**config.mk**
```make
export PLATFORM = sky130hd
export DESIGN_NAME = wb_result_arbiter
export DESIGN_NICKNAME = d
export VERILOG_FILES = /design/src/rtl/wb_result_arbiter.sv
export SDC_FILE = /design/constraint.sdc
export NUM_CORES = 1
export LEC_CHECK = 0
export CAP_MARGIN = 20
export CORE_MARGIN = 2
export CORE_UTILIZATION = 35
export DETAILED_ROUTE_END_ITERATION = 10
export SYNTH_ARGS = -nofsm -noshare
export SYNTH_HDL_FRONTEND = slang
export SYNTH_SLANG_ARGS = --single-unit
```
**constraint.sdc**
```tcl
create_clock -name clk -period 6.5 [get_ports clk]
set_input_delay 1.3 -clock clk [delete_from_list [all_inputs] [get_ports clk]]
set_output_delay 1.3 -clock clk [all_outputs]
set_load 0.03 [all_outputs]
```
**src/rtl/wb_result_arbiter.sv**
```systemverilog
// Writeback result arbiter: picks one of six execution sources or the decode
// constant request each free cycle and registers the winner's mux select,
// constant code, destination GPR and tag into a single writeback slot.
module wb_result_arbiter #(
  parameter int TAG_W  = 4,
  parameter int GPR_AW = 5
) (
  input  logic                  clk,
  input  logic                  reset,
  input  logic [5:0]            src_valid,
  output logic [5:0]            src_ready,
  input  logic [6*GPR_AW-1:0]   src_gpr,
  input  logic [6*TAG_W-1:0]    src_tag,
  input  logic                  const_valid,
  output logic                  const_ready,
  input  logic [1:0]            const_kind,
  input  logic [GPR_AW-1:0]     const_gpr,
  input  logic [TAG_W-1:0]      const_tag,
  output logic                  wb_valid,
  input  logic                  wb_ready,
  output logic [5:0]            wb_sel,
  output logic [2:0]            wb_zom,
  output logic [GPR_AW-1:0]     wb_gpr,
  output logic [TAG_W-1:0]      wb_tag
);

  localparam int NSRC       = 6;
  localparam int STREAK_MAX = 4;

  // Result-mux constant codes; ZOM_SRC means "take the source selected by wb_sel".
  typedef enum logic [2:0] {
    ZOM_SRC  = 3'b000,
    ZOM_ZERO = 3'b001,
    ZOM_ONE  = 3'b010,
    ZOM_MONE = 3'b100
  } zom_e;

  // Writeback slot and arbitration state.
  logic                wb_valid_q, wb_valid_d;
  logic [NSRC-1:0]     wb_sel_q,   wb_sel_d;
  logic [2:0]          wb_zom_q,   wb_zom_d;
  logic [GPR_AW-1:0]   wb_gpr_q,   wb_gpr_d;
  logic [TAG_W-1:0]    wb_tag_q,   wb_tag_d;
  logic [2:0]          rr_ptr_q,   rr_ptr_d;
  logic [2:0]          streak_q,   streak_d;

  // Arbitration intermediates.
  logic                slot_free;
  logic                src_any;
  logic                streak_full;
  logic                grant_en;
  logic                const_win;
  logic                src_win;
  logic                rr_hit;
  logic [2:0]          rr_idx;
  logic [GPR_AW-1:0]   win_gpr;
  logic [TAG_W-1:0]    win_tag;
  logic [2:0]          const_zom;

  assign slot_free   = !wb_valid_q || wb_ready;
  assign src_any     = |src_valid;
  assign streak_full = (streak_q == 3'(STREAK_MAX));
  // No grant is ever issued during reset, even though the slot counts as free.
  assign grant_en    = slot_free && !reset;
  // The constant request wins unless it has starved pending sources long enough.
  assign const_win   = grant_en && const_valid && !(streak_full && src_any);
  assign src_win     = grant_en && rr_hit && !const_win;

  // Round-robin search starting at rr_ptr_q; the first requesting source wins.
  always_comb begin : rr_search
    logic [2:0] cand;
    // NOTE: every variable driven here gets a default first, so no path
    // leaves it unassigned and no latch is inferred.
    rr_hit = 1'b0;
    rr_idx = '0;
    cand   = '0;
    for (int k = 0; k < NSRC; k++) begin
      cand = 3'((int'(rr_ptr_q) + k) % NSRC);
      for (int i = 0; i < NSRC; i++) begin
        if (!rr_hit && (cand == 3'(i)) && src_valid[i]) begin
          rr_hit = 1'b1;
          rr_idx = 3'(i);
        end
      end
    end
  end

  // Payload mux for the round-robin winner.
  always_comb begin
    win_gpr = '0;
    win_tag = '0;
    for (int i = 0; i < NSRC; i++) begin
      if (rr_idx == 3'(i)) begin
        win_gpr = src_gpr[i*GPR_AW +: GPR_AW];
        win_tag = src_tag[i*TAG_W +: TAG_W];
      end
    end
  end

  // Constant kind decode; the reserved encoding behaves as zero.
  always_comb begin
    case (const_kind)
      2'b01:   const_zom = ZOM_ONE;
      2'b10:   const_zom = ZOM_MONE;
      default: const_zom = ZOM_ZERO;
    endcase
  end

  // Combinational grants back to the requesters.
  always_comb begin
    const_ready = const_win;
    src_ready   = src_win ? (NSRC'(1) << rr_idx) : '0;
  end

  // Next-state for the writeback slot, round-robin pointer and const streak.
  always_comb begin
    wb_valid_d = wb_valid_q;
    wb_sel_d   = wb_sel_q;
    wb_zom_d   = wb_zom_q;
    wb_gpr_d   = wb_gpr_q;
    wb_tag_d   = wb_tag_q;
    rr_ptr_d   = rr_ptr_q;
    streak_d   = streak_q;

    if (slot_free) begin
      if (const_win) begin
        wb_valid_d = 1'b1;
        wb_sel_d   = '0;
        wb_zom_d   = const_zom;
        wb_gpr_d   = const_gpr;
        wb_tag_d   = const_tag;
        // Count only const grants that actually held off a waiting source.
        if (!src_any)         streak_d = '0;
        else if (!streak_full) streak_d = streak_q + 3'd1;
      end else if (src_win) begin
        wb_valid_d = 1'b1;
        wb_sel_d   = NSRC'(1) << rr_idx;
        wb_zom_d   = ZOM_SRC;
        wb_gpr_d   = win_gpr;
        wb_tag_d   = win_tag;
        rr_ptr_d   = (rr_idx == 3'(NSRC - 1)) ? 3'd0 : rr_idx + 3'd1;
        streak_d   = '0;
      end else begin
        // Free cycle with nothing to grant: the slot empties and clears.
        wb_valid_d = 1'b0;
        wb_sel_d   = '0;
        wb_zom_d   = ZOM_SRC;
        wb_gpr_d   = '0;
        wb_tag_d   = '0;
      end
    end
  end

  // State register with synchronous reset.
  always_ff @(posedge clk) begin
    // NOTE: sequential state uses non-blocking assignments so every register
    // samples the pre-edge values regardless of statement order.
    if (reset) begin
      // NOTE: the payload registers are reset too, because the outputs are
      // required to read zero after reset, not merely be marked invalid.
      wb_valid_q <= 1'b0;
      wb_sel_q   <= '0;
      wb_zom_q   <= '0;
      wb_gpr_q   <= '0;
      wb_tag_q   <= '0;
      rr_ptr_q   <= '0;
      streak_q   <= '0;
    end else begin
      wb_valid_q <= wb_valid_d;
      wb_sel_q   <= wb_sel_d;
      wb_zom_q   <= wb_zom_d;
      wb_gpr_q   <= wb_gpr_d;
      wb_tag_q   <= wb_tag_d;
      rr_ptr_q   <= rr_ptr_d;
      streak_q   <= streak_d;
    end
  end

  assign wb_valid = wb_valid_q;
  assign wb_sel   = wb_sel_q;
  assign wb_zom   = wb_zom_q;
  assign wb_gpr   = wb_gpr_q;
  assign wb_tag   = wb_tag_q;

  // Structural invariants of the grant and the writeback slot.
  a_one_grant: assert property (@(posedge clk) $onehot0({src_ready, const_ready}));
  a_sel_oh:    assert property (@(posedge clk) disable iff (reset) $onehot0(wb_sel_q));
  a_zom_oh:    assert property (@(posedge clk) disable iff (reset) $onehot0(wb_zom_q));
  a_slot_src:  assert property (@(posedge clk) disable iff (reset)
                 wb_valid_q |-> ((wb_sel_q != '0) != (wb_zom_q != 3'b000)));

endmodule

```
# ---- Word-level counts from Yosys, hierarchy flattened
# Cells that the tools add are included.
# Widths: inputs -> output; s select.
dict set report totals {
  register_bits 25
  in_bits 75
  out_inout_bits 26
  word_cells 287
}
dict set report op_classes {
  addsub 7
  div_mod_pow 6
  n_eq_ne 39
  n_shift 1
  mux 98
  n_bitwise 1
  reduce_logical 128
}
# cell count
set op_table {}
lappend op_table {{$mod 32x4->32 const B} 5}
lappend op_table {{$mux 3} 40}
lappend op_table {{$logic_and 1x1->1} 77}
lappend op_table {{$eq 3x3->1 const B} 15}
lappend op_table {{$eq 3x2->1 const B} 14}
lappend op_table {{$mux 5} 8}
lappend op_table {{$logic_not 1->1} 39}
lappend op_table {{$mux 1} 39}
lappend op_table {{$mod 4x4->32 const B} 1}
lappend op_table {{$mux 4} 8}
lappend op_table {{$eq 3x1->1 const B} 7}
lappend op_table {{$logic_not 3->1} 7}
lappend op_table {{$mux 6} 2}
lappend op_table {{$add 3x2->4 const B} 2}
lappend op_table {{$add 3x3->4 const B} 2}
lappend op_table {{$add 3x1->3 const B} 2}
lappend op_table {{$pmux 3 s2} 1}
lappend op_table {{$reduce_and 3->1} 2}
lappend op_table {{$reduce_or 6->1} 1}
lappend op_table {{$shl 1x3->6 const A} 1}
lappend op_table {{$add 3x1->4 const B} 1}
lappend op_table {{$ne 3x3->1 const B} 1}
lappend op_table {{$eq 2x1->1 const B} 1}
lappend op_table {{$eq 2x2->1 const B} 1}
lappend op_table {{other kinds (3)} 3}

# ---- Longest topological paths before layout
dict set report depth {
  ltp_word 153
  ltp_mapped 21
  ltp_nobuf 19
}

# ---- Worst setup path before layout
# No wires, ideal clock.
dict set report synth_path {
  kind {register to output}
  from {reg rr_ptr_q[2]}
  to {out src_ready[3]}
  t_arrival_ns 4.109
  required_ns 5.200
  path_slack_ns 1.091
  stages_incl_launch_ff 18
  n_path_buf 4
  path_cell_list {dfxtp_1 -> clkbuf_1 -> inv_1 -> ha_1 -> clkbuf_1 -> a21o_1 -> ha_1 -> nand2b_1 -> o211ai_1 -> xor2_1 -> o41a_1 -> o21ai_0 -> a2111oi_4 -> buf_6 -> nor2_1 -> ha_1 -> buf_1 -> and2_1}
}
dict set report synth_via {
  elab_chain_cells 147
  word_cells_on_any_way 228
  classes_between {add/sub (5); div (6); eq/ne (30); shift (1); mux (72); reduce/logical (114)}
}
# item line_no
set synth_lines {}
lappend synth_lines {{start, declared} 44} ;# logic [2:0] rr_ptr_q, rr_ptr_d;
lappend synth_lines {{start signal, assigned} 174} ;# rr_ptr_q <= rr_ptr_d;
lappend synth_lines {{parallel branches: the longest is 146 deep, another holds $mod 32x4->32} --}
lappend synth_lines {{$mux 6 (*)} 112} ;# src_ready = src_win ? (NSRC'(1) << rr_idx) : '0;
lappend synth_lines {{end, declared} 11} ;# output logic [5:0] src_ready,
# Mark *: on every way between the ends.

# ---- Final worst setup path
dict set report layout_path {
  from {in src_valid[1]}
  to {out src_ready[3]}
}
dict set report layout_via {
  elab_chain_cells 141
  word_cells_on_any_way 182
  classes_between {shift (1); mux (71); reduce/logical (110)}
}
# item line_no
set layout_lines {}
lappend layout_lines {{start, declared} 10} ;# input logic [5:0] src_valid,
lappend layout_lines {{$logic_and 1x1->1} 80} ;# if (!rr_hit && (cand == 3'(i)) && src_valid[i]) begin
lappend layout_lines {{$mux 1} 80}
lappend layout_lines {{$logic_not 1->1} 80}
lappend layout_lines {{$logic_and 1x1->1 (2 in series)} 80}
lappend layout_lines {{$mux 1} 80}
lappend layout_lines {{$logic_not 1->1} 80}
lappend layout_lines {{$logic_and 1x1->1 (2 in series)} 80}
lappend layout_lines {{$mux 1} 80}
lappend layout_lines {{(+120 left out)} --}
lappend layout_lines {{$logic_not 1->1} 80}
lappend layout_lines {{$logic_and 1x1->1 (2 in series)} 80}
lappend layout_lines {{$mux 1} 80}
lappend layout_lines {{$logic_not 1->1} 80}
lappend layout_lines {{$logic_and 1x1->1 (2 in series)} 80}
lappend layout_lines {{$mux 1} 80}
lappend layout_lines {{$logic_and 1x1->1 (2 in series)} 67} ;# assign src_win = grant_en && rr_hit && !const_win;
lappend layout_lines {{$mux 6 (*)} 112}
# Every way passes the cells marked *; elsewhere a longest branch is shown, timed or not.

==> metrics.md <==
| Metric | Value |
|---|---|
| Status | completed |
| Setup Crit Path Kind | input pin to output port |
| Most common cell after layout, fill and taps aside | sky130_fd_sc_hd__clkdlybuf4s50_1 |
| Number of global-route vias before repair | roughly 3,500 |
| Maximum net fanout on the critical path | 14 |
| Number of distinct standard cells referenced by the synthesized netlist | a little under 70 |
| Number of enable-type register cells in the synthesized netlist | 0 |
| CTS resizes | 0 |
| Relative contribution of the clock network to total power | 0.041 |
| Max Cap Viol | 0 |
| Clock transition at the register clock pins on the worst setup and hold paths after CTS | roughly 0.080 ns |
| Vert. Die Dim | ~100 µm |
| Worst hold slack | between 0.4 and 0.5 ns |
| CTS root buffer | sky130_fd_sc_hd__clkbuf_8 |
| Required time of the worst setup path | around 5.2 ns |
| Initial antenna violation count | 0 |
| TritonCTS clock tree | yes |
| Main area contributors after synthesis | sky130_fd_sc_hd__dfxtp_1 (16%), sky130_fd_sc_hd__a21oi_1 (7.6%), sky130_fd_sc_hd__ha_1 (6.5%) |
| Post-synth top area share | 0.1626 |
| Crit end category | output port |
| Sinks on Clock Net | 25 |
| Final Cycle Share | 0.9122 |
| GR peak layer | met2 |
| Depth of the CTS H-tree | 1 |
| Drt pass-1 iters | 5 |
| Standard-cell rows | 34 |
| # IOs | between 100 and 150 |
| Launching element type of the critical path | input pin |
| Nets@finish | roughly 600 |
| Top library cells by usage in the layout, fill and taps aside | sky130_fd_sc_hd__clkdlybuf4s50_1 (94), sky130_fd_sc_hd__a21oi_1 (47), sky130_fd_sc_hd__nor2_1 (34), sky130_fd_sc_hd__nand3_1 (28) |
| Critical path arrival | around 4.6 ns |
| Synthesis warning total | 0 |
| Switching portion of total power | 0.5676 |
| Primary FF master, synth | sky130_fd_sc_hd__dfxtp_1 |
| Area taken by multi-input logic gates | 2362 µm² |
| Share of power burned in registers | 0.096 |
| Die Outline Area | between 9000 and 10,000 µm² |
| Internal Power | approximately 0.0010 W |
| Max incr delay on CP | approximately 0.55 ns |
| Number of buffers inserted by hold repair at cts | 0 |
| Post-CTS Setup Bufs | 0 |
| Remaining antenna violation count | 0 |
| Total power per unit cell area | about 560 nW/µm² |
| Type of the tightest min-delay check | flop to flop |
| Cell at the slowest stage of the critical path | sky130_fd_sc_hd__a2111oi_4 |
| Switching power summed over all nets | 0.001330 W |
| Max transition margin | 0.2402 |
| Synthesized Nets | between 500 and 600 |
| Sum of negative setup slack | 0 ns |
| Total number of vias | about 3,500 |
| Synthesis-stage register bit count | 25 |
| Detailed Place HPWL | 8.997 mm |
| GR Util met3 | 0.05440 |
| Largest net degree at the start of global routing | 34 |
| Proportion of power drawn by combinational gates | 0.862 |
| Global Route met1 Usage | 0.2948 |
| RSZ-0062 raised after global routing | no |
| Maximum frequency from static timing analysis | approximately 170 MHz |
| Met2 Use GR | 0.3878 |
| Routed wire length per instance | 18.65 µm |
| Via density | approximately 5.7 |
| Number of remaining DRC errors | 0 |
| Time the final worst path needs with I/O delays and setup | 5.929 ns |
| Register area | roughly 500 µm² |
| Synthesized netlist cell count | roughly 420 |
| Worst-skew pair later-pin latency | 0.28 ns |
| Overall fraction of global-route tracks in use | 0.2302 |
| Core region area | 8636 µm² |
| Finished Core Util | 0.4835 |
| Number of buffers created by CTS | 3 |
| Final Setup Violations | 0 |
| Antenna Diode Count | 0 |
| Average instance area after synthesis | 7.259 µm² |
| Tightest Pin Transition | between 1 and 1.5 ns |
| FILL cells | 859 |
| Leakage power | around 1.6 nW |
| Dominant cell type by area after synthesis | sky130_fd_sc_hd__dfxtp_1 |
| Largest buffer count on any clock path | 2 |
| Most frequent cell on the critical path | sky130_fd_sc_hd__buf_4 |
| Final wirelength | around 12 mm |
| Global-route wire length before repair | 18.01 mm |
| Worst-case clock skew | 0.01776 ns |
| Final hold viol count | 0 |
| Cell family with the largest share of critical-path delay | buffers and inverters |
| Number of I/O port buffers | 100 |
| Synthesis-to-finish area growth | 35.65% |
| CP bufs+invs | 4 |
| Max IR drop VDD | about 0.24 mV |
| Starting density of the core | 0.3564 |
| Sequential share of the synthesized area | 0.1626 |
| GP Congestion | 0.9942 |
| Share of flip-flops with an asynchronous set or reset after synthesis | 0 |
| Ordered list of cells on the worst path | clkdlybuf4s50_1 > mux2i_1 > nor2_1 > a31o_2 > a2111oi_4 > nand4_1 > nor2b_1 > buf_4 > nand2_1 > inv_1 > ha_1 > and2_1 > buf_4 |
| Share of final-layout standard cells stronger than drive strength 1 | 0.08235 |
| Sum of overflow across all layers after global routing | 0 |
| Max-slew violation count | 0 |
| Initial DRC Count | approximately 190 |
| Cell Area, Synth | between 3000 and 4000 µm² |
| Horizontal die dimension | roughly 98 µm |
[per-layer routing]
metal  vias up  routed length, µm
met5         -                  0
met4         0                211
met3        17                822
met2       142               5398
met1      1620               5095
li1       1744                  -
[synthesized netlist by cell type (all sizes together), types with 10 or more instances]
master and count:
a211oi 12, a21oi 48, a31oi 14, buf 18, clkbuf 12, dfxtp 25
ha 16, inv 15, nand2 25, nand2b 17, nand3 28, nor2 34
nor2b 12, o21a 10, o21ai 25, or2 11
[registers in the layout, summed over array words and instances, names as in the netlist]
name      flops
wb_valid      1
wb_tag        4
wb_gpr        5
rr_ptr_q      3
wb_sel        6
streak_q      3
wb_zom        3
[cell type report]
| type | count | area share |
|---|---|---|
| well taps | 108 | 0.03236 |
| inverters | 15 | 0.01349 |
| multi-input cells | 354 | 0.5658 |
| flip-flops and latches | 25 | 0.1199 |
| repair buffers | 112 | 0.2577 |
| clock buffers | 4 | 0.01079 |
[logic make-up after synthesis]
family,synth area share
AO/OA/AOI/OAI,0.3484
XOR/XNOR,0.02195
adder cells (fa/ha/maj),0.06504
buffers and inverters,0.07113
flip-flops,0.1626
multiplexers,0.02683
AND/OR/NAND/NOR,0.3041
[per-stage QoR]
step	instance area [µm²]	setup WS, ns	total power [W]	std cells
floorplan	3078	1.091	0.001756	424
global placement	4123	0.4520	0.002238	613
detailed placement	4123	0.4038	0.002240	613
CTS	4168	0.3270	0.002345	617
global route	4175	0.3283	0.002524	618
finish	4175	0.5709	0.002343	618
[power by group through the flow]
stage / clock network [W] / logic, W / registers [W]
global route: 0.000106 / 0.00219 / 0.000231
finish: 0.0000967 / 0.00202 / 0.000226
floorplan: 0 / 0.00149 / 0.000263
detailed placement: 0 / 0.00201 / 0.000229
CTS: 0.000101 / 0.00202 / 0.000225
global placement: 0 / 0.00201 / 0.000227
[worst reg2reg max path, stage by stage, from the launching register on]
cell                       delay, ns
sky130_fd_sc_hd__dfxtp_1        0.50
sky130_fd_sc_hd__inv_1          0.15
sky130_fd_sc_hd__ha_1           0.32
sky130_fd_sc_hd__a21oi_4        0.29
sky130_fd_sc_hd__inv_1          0.14
sky130_fd_sc_hd__ha_1           0.31
sky130_fd_sc_hd__nor2b_1        0.25
sky130_fd_sc_hd__nand4_1        0.26
sky130_fd_sc_hd__and4_1         0.28
sky130_fd_sc_hd__o311ai_1       0.36
sky130_fd_sc_hd__nand4_1        0.17
sky130_fd_sc_hd__nor2b_1        0.19
sky130_fd_sc_hd__buf_4          0.19
sky130_fd_sc_hd__nand2_1        0.07
sky130_fd_sc_hd__inv_1          0.19
sky130_fd_sc_hd__ha_1           0.30
sky130_fd_sc_hd__buf_4          0.20
sky130_fd_sc_hd__a311oi_1       0.88
sky130_fd_sc_hd__a31oi_1        0.17
sky130_fd_sc_hd__a21oi_1        0.27
sky130_fd_sc_hd__o21a_1         0.15
[worst paths after layout]
path                              startpoint           end  slack [ns]  cells past startpoint
worst max register to register   rr_ptr_q[1]     wb_gpr[1]        0.80                     20
worst min register to register     wb_sel[1]     wb_sel[1]        0.47                      2
worst min-delay path               wb_sel[1]     wb_sel[1]        0.47                      2
worst max-delay path            src_valid[1]  src_ready[3]        0.57                     13
Power figures use the tool's default switching activity.
